## src/rtl/ttl_pulse_controller.sv

```systemverilog
// Multi-channel TTL output stage: per-channel level/pulse/toggle control
// driven by 128-bit GPO command words, with a registered override path.
module ttl_pulse_controller #(
    parameter int                    OUTPUT_NUM = 8,
    parameter int                    WIDTH_BITS = 16,
    parameter logic [OUTPUT_NUM-1:0] INIT_VALUE = '0
) (
    input  logic                  clk,
    input  logic                  reset,
    input  logic                  selected,
    input  logic [127:0]          gpo_out,
    input  logic                  override_en,
    input  logic [OUTPUT_NUM-1:0] override_value,
    output logic [OUTPUT_NUM-1:0] output_pulse,
    output logic [OUTPUT_NUM-1:0] pulse_active,
    output logic                  overrided,
    output logic                  cmd_error
);

    typedef enum logic [1:0] {
        MODE_LEVEL  = 2'b00,
        MODE_PULSE  = 2'b01,
        MODE_TOGGLE = 2'b10,
        MODE_RSVD   = 2'b11
    } mode_e;

    mode_e                 cmd_mode;
    logic [OUTPUT_NUM-1:0] cmd_mask;
    logic [OUTPUT_NUM-1:0] cmd_value;
    logic [WIDTH_BITS-1:0] cmd_width;
    logic                  cmd_bad;
    logic                  cmd_apply;
    logic                  unused_cmd_bits;

    logic [OUTPUT_NUM-1:0] state_q, state_d;
    logic [OUTPUT_NUM-1:0] active_q, active_d;
    logic [WIDTH_BITS-1:0] cnt_q [OUTPUT_NUM];
    logic [WIDTH_BITS-1:0] cnt_d [OUTPUT_NUM];
    logic [OUTPUT_NUM-1:0] out_q, out_d;
    logic                  ovr_q;
    logic                  err_q;

    assign cmd_mode        = mode_e'(gpo_out[127:126]);
    assign cmd_mask        = gpo_out[OUTPUT_NUM-1:0];
    assign cmd_value       = gpo_out[32 +: OUTPUT_NUM];
    assign cmd_width       = gpo_out[64 +: WIDTH_BITS];
    assign unused_cmd_bits = ^gpo_out;

    // A rejected command touches no channel; countdowns carry on as if idle.
    assign cmd_bad   = selected && ((cmd_mode == MODE_RSVD) ||
                                    ((cmd_mode == MODE_PULSE) && (cmd_width == '0)));
    assign cmd_apply = selected && !cmd_bad;

    always_comb begin
        state_d  = state_q;
        active_d = active_q;
        cnt_d    = cnt_q;
        for (int i = 0; i < OUTPUT_NUM; i++) begin
            if (cmd_apply && cmd_mask[i]) begin
                unique case (cmd_mode)
                    MODE_LEVEL: begin
                        state_d[i]  = cmd_value[i];
                        active_d[i] = 1'b0;
                    end
                    MODE_TOGGLE: begin
                        state_d[i]  = ~state_q[i];
                        active_d[i] = 1'b0;
                    end
                    MODE_PULSE: begin
                        state_d[i]  = 1'b1;
                        active_d[i] = 1'b1;
                        cnt_d[i]    = cmd_width - WIDTH_BITS'(1);
                    end
                    default: begin
                        state_d[i]  = state_q[i];
                        active_d[i] = active_q[i];
                    end
                endcase
            end else if (active_q[i]) begin
                // cnt holds the remaining high cycles minus one
                if (cnt_q[i] != '0) begin
                    cnt_d[i] = cnt_q[i] - WIDTH_BITS'(1);
                end else begin
                    state_d[i]  = 1'b0;
                    active_d[i] = 1'b0;
                end
            end
        end
        out_d = override_en ? override_value : state_d;
    end

    always_ff @(posedge clk or posedge reset) begin
        if (reset) begin
            state_q  <= INIT_VALUE;
            active_q <= '0;
            for (int i = 0; i < OUTPUT_NUM; i++) begin
                cnt_q[i] <= '0;
            end
            out_q    <= INIT_VALUE;
            ovr_q    <= 1'b0;
            err_q    <= 1'b0;
        end else begin
            state_q  <= state_d;
            active_q <= active_d;
            cnt_q    <= cnt_d;
            out_q    <= out_d;
            ovr_q    <= override_en;
            err_q    <= cmd_bad;
        end
    end

    assign output_pulse = out_q;
    assign pulse_active = active_q;
    assign overrided    = ovr_q;
    assign cmd_error    = err_q;

endmodule

```

## config.mk

```make
export PLATFORM = sky130hd
export DESIGN_NAME = ttl_pulse_controller
export DESIGN_NICKNAME = d
export VERILOG_FILES = /design/src/rtl/ttl_pulse_controller.sv
export SDC_FILE = /design/constraint.sdc
export NUM_CORES = 1
export LEC_CHECK = 0
export CAP_MARGIN = 25
export CORE_MARGIN = 5
export CORE_UTILIZATION = 49
export DETAILED_ROUTE_END_ITERATION = 16
export PLACE_DENSITY_LB_ADDON = 0.1
export SLEW_MARGIN = 10
export SYNTH_ARGS = -nofsm -noshare
export SYNTH_HDL_FRONTEND = slang
export SYNTH_SLANG_ARGS = --single-unit
```

## constraint.sdc

```tcl
create_clock -name clk -period 4.8 [get_ports clk]
set_clock_uncertainty 0.2 [all_clocks]
set_input_delay 0.72 -clock clk [delete_from_list [all_inputs] [get_ports clk]]
set_output_delay 0.72 -clock clk [all_outputs]
set_load 0.02 [all_outputs]
```

==> flow_metrics.py, run 1 <==
metrics = {
    "status": {
        "run_status": "finished clean",
    },
    "clock_tree": {
        "clock_tree_from_tritoncts": "built",
        "h-tree-depth": 4,
        "clock_path_buffers": 2,
        "clock_insertion_delay_worst_skew_ns": 0.43,
        "cts_setup_buffers": 0,
        "cts_hold_buffers": 0,
        "cts-root-buf": "clkbuf_16",
        "clock_sink_count": 154,
        "clk_pin_slew_worst_paths_ns": 0.06,
        "cts_made_buffers": 17,
        "cts.repair.resized": 0,
    },
    "logic_synthesis": {
        "synth.lib_cells_used.distinct": 79,
        "synthesized_cell_area_um2": 9335,
        "synth_area_per_cell_um2": 9.020,
        "synth-warning-count": 0,
        "synth-edff-count": 0,
        "portion_of_the_post_synthesis_area_used_by_sequential_elements": 0.4128,
        "number_of_nets_produced_by_synthesis": 1193,
        "async_set_or_reset_flop_fraction_in_the_synthesized_netlist": 1.000,
        "synth-main-ff-cell": "dfrtp_1",
        "synthCells": 1035,
        "synth_seq_cells": 154,
    },
    "finish": {
        "num_antenna_cells": 0,
        "finalNonFillerCells": 1353,
        "area_growth_syn_to_layout_pct": 17.56,
        "final_common_cell": "dfrtp_1",
        "layout-drive-gt1-share": 0.09741,
        "layout.cell_area.non_filler_um2": 10970,
        "finish.net_count": 1264,
        "most_frequent_cells_in_the_layout": "dfrtp_1 (154), nor2_1 (146), a211oi_1 (81)",
    },
    "timing": {
        "timing.final.crit_period_ns": 3.756,
        "final.period_utilization": 0.7824,
        "finalSetupTns_ns": 0,
        "timing_hold_violations_final": 0,
        "worst_slew_pin_slew_ns": 0.9192,
        "relSlewSlack": 0.3872,
        "fmaxAchievable_mhz": 266.3,
        "fin_worst_hold_slack_ns": 0.3007,
        "setup_repair_after_global_routing_missed_its_margin": "no",
        "timing_max_transition_violations_final": 0,
        "final-setup-viol-count": 0,
    },
    "route": {
        "drtAntennaViolNets": 0,
        "drt_first_iter_violations": 742,
        "drt_pre_antenna_iters": 5,
        "detail_route.drc_violations": 0,
        "detailroute.via_count": 8802,
        "postRouteWirelength_um": 28910,
        "route.detailed.vias_per_inst": 6.506,
        "wl_per_cell_um": 21.37,
    },
    "setup_path": {
        "worstSetupEndpointType": "flip-flop",
        "reg2reg_slack_ns": 1.91,
        "r2r_cells": 6,
        "worst_r2r_endpoint": "cnt_q[80]",
        "worstSetupStartpointType": "input pin",
        "crit-reg2reg-launch": "cnt_q[92]",
        "timing.critical_path.required_ns": 4.93,
        "arrival_ns": 3.89,
        "cp_max_fo": 10,
        "critical_path_class": "in -> reg",
    },
    "floorplan": {
        "die_w_um": 148.0,
        "row_count": 50,
        "initial_core_util": 0.4991,
        "number_of_top_level_pins": 158,
        "coreArea_um2": 18710,
        "die_height_um": 148.0,
        "dieArea_um2": 21910,
    },
    "pwr": {
        "p_leak_nw": 4.204,
        "pwr_density_cell_nw_per_um2": 424.6,
        "vdd.ir_drop.worst_v": 0.0002878,
    },
    "hold_path": {
        "beginning_of_the_worst_hold_path": "cnt_q[72]",
        "min_delay_worst_endpoint": "cnt_q[72]",
        "min_path_cells": 1,
        "hp-class": "reg -> reg",
    },
    "place": {
        "port_buffers": 63,
        "dp_hpwl_um": 20240,
        "finalWeightedCongestion": 0.9165,
        "placed_cell_area_um2": 10340,
        "placed_cells_incl_taps": 1320,
    },
    "global_routing": {
        "grt_antenna_before_repair": 0,
        "grt_first_pass_wirelength_um": 45590,
        "grt.total_usage": 0.2663,
        "gr_ovfl_total": 0,
        "number_of_global_route_vias_before_repair": 8334,
        "grt_start_max_net_pins": 47,
    },
    "flow_run": {
        "max_cap_viol_count": 0,
    },
}
[worst max path at each step]
stage	end	cells past startpoint	slack, ns	start
4_1_cts	cnt_q[39]	9	1.13	gpo_out[64]
3_3_place_gp	cnt_q[39]	9	0.76	gpo_out[64]
5_1_grt	cnt_q[39]	9	0.85	gpo_out[64]
6_report	cnt_q[39]	9	1.04	gpo_out[64]
3_5_place_dp	cnt_q[39]	9	0.65	gpo_out[64]
2_1_floorplan	cnt_q[68]	10	1.78	gpo_out[64]
[critical path, stage by stage]
cell and delay (ns):
clkdlybuf4s50_1 0.42, inv_1 0.18, ha_1 0.18, nor4b_2 0.32
a41o_1 0.63, nor2_1 0.33, nor4_2 0.67, a211oi_1 0.17
a311oi_1 0.26
[area by class of cell]
class                   count  area, um^2
clock buffers              19       442.9
inverters                  35       135.1
clock inverters            13       170.2
flip-flops and latches    154        3854
repair buffers             98       918.4
multi-input cells         800        5161
fillers                  1657        7731
well taps                 234       292.8
[power breakdown]
part	switching, mW	internal (mW)	leakage (nW)
Combinational	0.647	0.548	2.18
Clock	0.571	0.835	0.278
Sequential	0.397	1.66	1.75
Total	1.62	3.04	4.20
[cell usage after synthesis (all sizes together) (6+ instances only)]
library cell / number / area, um^2
buf: 6 / 37.53
nor3b: 12 / 95.09
or3: 9 / 56.30
inv: 34 / 127.6
xnor2: 13 / 113.9
o31a: 6 / 52.55
o22ai: 7 / 43.79
ha: 18 / 225.2
nand3: 24 / 120.1
nand4: 19 / 118.9
nand2: 64 / 240.2
o21ai: 24 / 120.1
nor2: 146 / 548.0
and4: 6 / 52.55
a32o: 6 / 60.06
nor2b: 9 / 56.30
a21o: 6 / 45.04
a211oi: 84 / 653.1
or4: 7 / 56.30
a221oi: 12 / 105.1
nor4b: 10 / 100.1
nand2b: 7 / 43.79
a31oi: 6 / 43.79
clkbuf: 40 / 151.4
and3: 29 / 181.4
a311oi: 36 / 315.3
nor3: 63 / 320.3
o211ai: 10 / 75.07
a21oi: 32 / 178.9
dfrtp: 154 / 3854
mux2: 11 / 123.9
and2: 14 / 87.58
nor4: 32 / 234.0
[metrics by stage]
stage | power, mW | setup slack [ns] | util
6_report | 4.660 | 1.044 | 0.5867
5_1_grt | 4.920 | 0.8534 | 0.5867
4_1_cts | 4.663 | 1.133 | 0.5856
3_5_place_dp | 3.250 | 0.6462 | 0.5528
3_3_place_gp | 3.212 | 0.7558 | 0.5528
2_1_floorplan | 2.828 | 1.777 | -
[layer usage]
layer  part of all wire  wire, um  global-route usage
met2               0.45     13010              0.4174
met5                  0         0                   0
met1               0.43     12500              0.3582
met3              0.078      2254             0.05242
met4              0.040      1152              0.1210
[state kept, by name, summed over array words and instances (netlist names)]
name,flops
cnt_q,128
output_pulse,8
pulse_active,8
state_q,8
cmd_error,1
overrided,1
[cell families (layout without fill, tap and decap cells)]
| logic type | count (synthesis) | after routing | synth area share |
|---|---|---|---|
| AND/OR/NAND/NOR | 472 | 472 | 0.2658 |
| AO/OA/AOI/OAI | 276 | 276 | 0.2274 |
| flip-flops | 154 | 154 | 0.4128 |
| buffers and inverters | 81 | 165 | 0.03431 |
| adder cells (fa/ha/maj) | 18 | 18 | 0.02413 |
| XOR/XNOR | 18 | 18 | 0.01689 |
| multiplexers | 16 | 16 | 0.01863 |
Note: power is estimated with default switching activity, not from simulation.
==> inputs of run 2 (changes only) <==
--- a/config.mk
+++ b/config.mk
@@ -7,7 +7,7 @@
 export LEC_CHECK = 0
 export CAP_MARGIN = 25
 export CORE_MARGIN = 5
-export CORE_UTILIZATION = 49
+export CORE_UTILIZATION = 54
 export DETAILED_ROUTE_END_ITERATION = 16
 export PLACE_DENSITY_LB_ADDON = 0.1
 export SLEW_MARGIN = 10
==> constraint.sdc (replaced) <==
create_clock -name clk -period 3.8 [get_ports clk]
set_clock_uncertainty 0.2 [all_clocks]
set_input_delay 0.57 -clock clk [delete_from_list [all_inputs] [get_ports clk]]
set_output_delay 0.57 -clock clk [all_outputs]
set_load 0.02 [all_outputs]
==> run 2 against run 1 <==
Final area is 2.5% higher. Highest routed layer unchanged. Hold slack better by 0.0019 ns. Clock-buffer cell count is 2 higher. Via count is 2.5% higher. Cell count is 2.1% higher. Global-route usage is 2.5 points higher. Die area is 8.6% lower. Combinational power is 29% higher. Flip-flop and latch count stayed put. Register-to-register slack worse by 0.96 ns. Critical path depth is 1 higher.
==> flow_metrics.py, run 2 (same netlist as run 1, synthesis figures left out) <==
metrics = {
    "status": {
        "run_status": "finished clean",
    },
    "route": {
        "route.detailed.vias_per_inst": 6.535,
        "drtAntennaViolNets": 0,
        "detail_route.drc_violations": 0,
        "wl_per_cell_um": 20.90,
        "detailroute.via_count": 9025,
        "drt_pre_antenna_iters": 6,
        "drt_first_iter_violations": 646,
        "postRouteWirelength_um": 28860,
    },
    "setup_path": {
        "timing.critical_path.required_ns": 3.94,
        "cp_max_fo": 9,
        "worstSetupEndpointType": "flip-flop",
        "critical_path_class": "in -> reg",
        "crit_path_top_delay_cell": "nor4b_1",
        "crit_chain": "clkdlybuf4s50_1 > inv_1 > ha_1 > nor4b_2 > a41o_1 > a21oi_4 > buf_4 > nor4b_1 > a211oi_1 > nor3_1",
        "reg2reg_slack_ns": 0.95,
        "worstSetupStartpointType": "input pin",
        "critPathMaxStageDelay_ns": 0.61,
        "arrival_ns": 3.34,
    },
    "finish": {
        "area_growth_syn_to_layout_pct": 20.48,
        "finalCoreUtilization": 0.6571,
        "largest_register": "cnt_q",
        "layout-drive-gt1-share": 0.1254,
        "final_common_cell": "dfrtp_1",
        "layout.cell_area.non_filler_um2": 11250,
        "most_frequent_cells_in_the_layout": "dfrtp_1 (154), nor2_1 (146), a211oi_1 (81)",
        "num_antenna_cells": 0,
        "finish.net_count": 1301,
        "finalNonFillerCells": 1381,
        "flip_flop_count_of_the_largest_register_all_copies_and_words_added": 128,
    },
    "pwr": {
        "vdd.ir_drop.worst_v": 0.0003430,
        "pwr_density_cell_nw_per_um2": 520.0,
        "p_leak_nw": 4.408,
    },
    "floorplan": {
        "row_count": 48,
        "die_w_um": 141.5,
        "initial_core_util": 0.5454,
        "coreArea_um2": 17120,
        "die_height_um": 141.5,
        "dieArea_um2": 20020,
        "number_of_top_level_pins": 158,
    },
    "timing": {
        "final.period_utilization": 0.8405,
        "relSlewSlack": 0.3725,
        "timing.final.crit_period_ns": 3.194,
        "timing_max_transition_violations_final": 0,
        "final-setup-viol-count": 0,
        "worst_slew_pin_slew_ns": 0.9327,
        "finalSetupTns_ns": 0,
        "setup_repair_after_global_routing_missed_its_margin": "no",
        "fin_worst_hold_slack_ns": 0.3026,
        "fmaxAchievable_mhz": 313.1,
        "timing_hold_violations_final": 0,
    },
    "place": {
        "dp_hpwl_um": 20760,
        "placed_cell_area_um2": 10670,
        "finalWeightedCongestion": 0.9532,
        "placed_cells_incl_taps": 1349,
        "port_buffers": 63,
    },
    "global_routing": {
        "grt_first_pass_wirelength_um": 45680,
        "grt.total_usage": 0.2910,
        "grt_antenna_before_repair": 0,
        "grt_start_max_net_pins": 34,
        "gr_ovfl_total": 0,
        "number_of_global_route_vias_before_repair": 8435,
    },
    "clock_tree": {
        "cts.repair.resized": 0,
        "clock_path_buffers": 2,
        "cts_made_buffers": 17,
        "h-tree-depth": 4,
        "clk_pin_slew_worst_paths_ns": 0.06,
        "cts_hold_buffers": 0,
        "cts_setup_buffers": 0,
        "cts-root-buf": "clkbuf_16",
        "clock_sink_count": 154,
        "clock_insertion_delay_worst_skew_ns": 0.43,
        "clock_tree_from_tritoncts": "built",
    },
    "hold_path": {
        "hp-class": "reg -> reg",
    },
    "flow_run": {
        "max_cap_viol_count": 0,
    },
}
-- run 2: final cells by class --
type	count	area, um^2
tap	225	281.5
timing repair buffer	135	1234
clock inverter	11	121.4
fill	1462	5869
multi-input combinational	800	5161
sequential	154	3854
clock buffer	21	460.4
inverter	35	135.1
-- run 2: worst paths after layout --
path / from / end / cells after the start
setup / recovery: gpo_out[64] / cnt_q[108] / 10
hold / removal: cnt_q[102] / cnt_q[102] / 1
setup reg to reg: cnt_q[18] / cnt_q[16] / 6
hold reg to reg: cnt_q[102] / cnt_q[102] / 1
max in group asynchronous: reset / state_q[2] / 3
min in group asynchronous: reset / pulse_active[7] / 2
-- run 2: metal layers --
layer,vias to the layer above,routed length (um),track usage
met5,-,0,0
met4,0,915,0.1066
met3,70,2162,0.05629
met2,380,13080,0.4465
met1,4344,12710,0.4128
li1,4231,-,-
-- run 2: through the flow --
step                      setup WS [ns]  power (mW)
after floorplan                  0.9270       3.573
after global placement           0.2631       4.082
after detailed placement         0.2519       4.137
after CTS                        0.6414       5.841
after global routing             0.3806       6.177
final                            0.6061       5.849
-- run 2: power by group --
part / leakage, nW / switching, mW / total, mW / internal, mW
clock network: 0.283 / 0.693 / 1.69 / 0.999
logic: 2.38 / 0.820 / 1.55 / 0.726
registers: 1.75 / 0.511 / 2.61 / 2.10
-- run 2: worst max-delay path: cells and delay by family --
kind / cells / cell delay [ns]
AND/OR/NAND/NOR: 3 / 1.11
buffers and inverters: 3 / 0.77
AO/OA/AOI/OAI: 3 / 0.73
adder cells (fa/ha/maj): 1 / 0.17
==> inputs of run 3 (changes only) <==
==> constraint.sdc (replaced) <==
create_clock -name clk -period 3 [get_ports clk]
set_clock_uncertainty 0.2 [all_clocks]
set_input_delay 0.45 -clock clk [delete_from_list [all_inputs] [get_ports clk]]
set_output_delay 0.45 -clock clk [all_outputs]
set_load 0.02 [all_outputs]
==> run 3 against run 2 <==
Utilization rose by 4.5 points. Critical endpoint is now cnt_q[124]. Critical path depth unchanged. Highest routed layer unchanged. Die area stayed put. Combinational power up 34%. First-iteration DRC count grew 2.6%.
==> flow_metrics.py, run 3 (same netlist as run 1, synthesis figures left out) <==
metrics = {
    "status": {
        "run_status": "finished clean",
    },
    "place": {
        "placed_cells_incl_taps": 1438,
        "placed_cell_area_um2": 11360,
        "port_buffers": 63,
        "finalWeightedCongestion": 0.9525,
        "dp_hpwl_um": 21580,
    },
    "clock_tree": {
        "clock_path_buffers": 2,
        "cts_hold_buffers": 0,
        "clock_insertion_delay_worst_skew_ns": 0.42,
        "cts.repair.resized": 0,
        "clk_pin_slew_worst_paths_ns": 0.06,
        "cts-root-buf": "clkbuf_16",
        "cts_made_buffers": 17,
        "clock_tree_from_tritoncts": "built",
        "clock_sink_count": 154,
        "h-tree-depth": 4,
        "cts_setup_buffers": 0,
    },
    "pwr": {
        "vdd.ir_drop.worst_v": 0.0006461,
        "p_leak_nw": 4.870,
        "pwr_density_cell_nw_per_um2": 632.0,
    },
    "finish": {
        "finish.net_count": 1390,
        "area_growth_syn_to_layout_pct": 28.68,
        "finalNonFillerCells": 1469,
        "largest_register": "cnt_q",
        "fillers": 1421,
        "num_antenna_cells": 0,
        "most_frequent_cells_in_the_layout": "dfrtp_1 (154), buf_4 (154), nor2_1 (145)",
        "layout.cell_area.non_filler_um2": 12010,
        "layout-drive-gt1-share": 0.1905,
        "finalCoreUtilization": 0.7018,
        "flip_flop_count_of_the_largest_register_all_copies_and_words_added": 128,
    },
    "timing": {
        "relSlewSlack": 0.4347,
        "final.period_utilization": 0.9472,
        "setup_repair_after_global_routing_missed_its_margin": "no",
        "timing.final.crit_period_ns": 2.842,
        "finalSetupTns_ns": 0,
        "timing_hold_violations_final": 0,
        "fmaxAchievable_mhz": 351.9,
        "worst_slew_pin_slew_ns": 0.8453,
        "timing_max_transition_violations_final": 0,
        "final-setup-viol-count": 0,
    },
    "setup_path": {
        "worstSetupEndpointType": "flip-flop",
        "cp_max_fo": 8,
        "timing.critical_path.required_ns": 3.11,
        "arrival_ns": 2.95,
        "critical_path_class": "in -> reg",
        "worstSetupStartpointType": "input pin",
    },
    "floorplan": {
        "die_height_um": 141.5,
        "number_of_top_level_pins": 158,
        "initial_core_util": 0.5454,
        "row_count": 48,
        "die_w_um": 141.5,
        "coreArea_um2": 17120,
        "dieArea_um2": 20020,
    },
    "route": {
        "drt_first_iter_violations": 663,
        "route.detailed.vias_per_inst": 6.357,
        "drtAntennaViolNets": 0,
        "detailroute.via_count": 9339,
        "postRouteWirelength_um": 29630,
        "wl_per_cell_um": 20.17,
        "detail_route.drc_violations": 0,
        "drt_pre_antenna_iters": 6,
    },
    "hold_path": {
        "hp-class": "in -> async",
    },
    "flow_run": {
        "max_cap_viol_count": 0,
    },
    "global_routing": {
        "number_of_global_route_vias_before_repair": 8993,
        "grt_antenna_before_repair": 0,
        "gr-usage-met3": 0.06909,
        "grt.total_usage": 0.3007,
        "met1_layer_usage_reported_by_global_route": 0.4080,
        "grtUsageMet2": 0.4778,
        "grt_start_max_net_pins": 86,
        "gr_ovfl_total": 0,
        "grt_first_pass_wirelength_um": 47740,
        "grt_busiest_layer": "met2",
    },
}
-- run 3: final timing paths --
kind	start	to	slack, ns	depth (start not counted)
max	gpo_out[65]	cnt_q[124]	0.16	10
min	reset	state_q[7]	0.30	3
min reg2reg	cnt_q[72]	cnt_q[72]	0.30	1
max reg2reg	cnt_q[104]	pulse_active[1]	0.22	6
max in group asynchronous	reset	cnt_q[110]	1.86	3
min in group clk	cnt_q[72]	cnt_q[72]	0.30	1
-- run 3: where the power goes --
group          leakage [nW]  internal [mW]  switching [mW]
Clock                 0.273           1.32           0.880
Combinational          2.85           1.01            1.07
Sequential             1.75           2.66           0.653
Total                  4.87           4.99            2.60
-- run 3: per-layer routing --
layer,part of all wire,wire length (um)
met1,0.43,12690
met5,0,0
met3,0.073,2158
met2,0.47,13810
met4,0.033,976
-- run 3: critical path, cell delays in order --
cell	delay [ns]
clkdlybuf4s50_1	0.49
inv_1	0.12
ha_1	0.15
nor4b_4	0.25
a41o_1	0.31
buf_4	0.19
o2111a_1	0.28
and2_1	0.33
nand3_1	0.12
a32o_1	0.27
-- run 3: through the flow --
| step | total power, mW | hold WS, ns | setup WS (ns) |
|---|---|---|---|
| after detailed placement | 5.356 | 0.2858 | -0.4690 |
| final | 7.592 | 0.2978 | 0.1584 |
| after CTS | 7.580 | 0.2983 | 0.004782 |
| after global placement | 5.274 | 0.2805 | -0.3965 |
| after floorplan | 4.525 | 0.2596 | 0.2470 |
| after global routing | 8.049 | 0.3135 | 0.04039 |
-- run 3: cell type report --
class                   count  area, um^2  area share
multi-input cells         800        5220      0.4345
flip-flops and latches    154        3854      0.3208
repair buffers            224        1929      0.1606
clock buffers              19       442.9     0.03687
well taps                 225       281.5     0.02344
clock inverters            12       150.1     0.01250
inverters                  35       135.1     0.01125
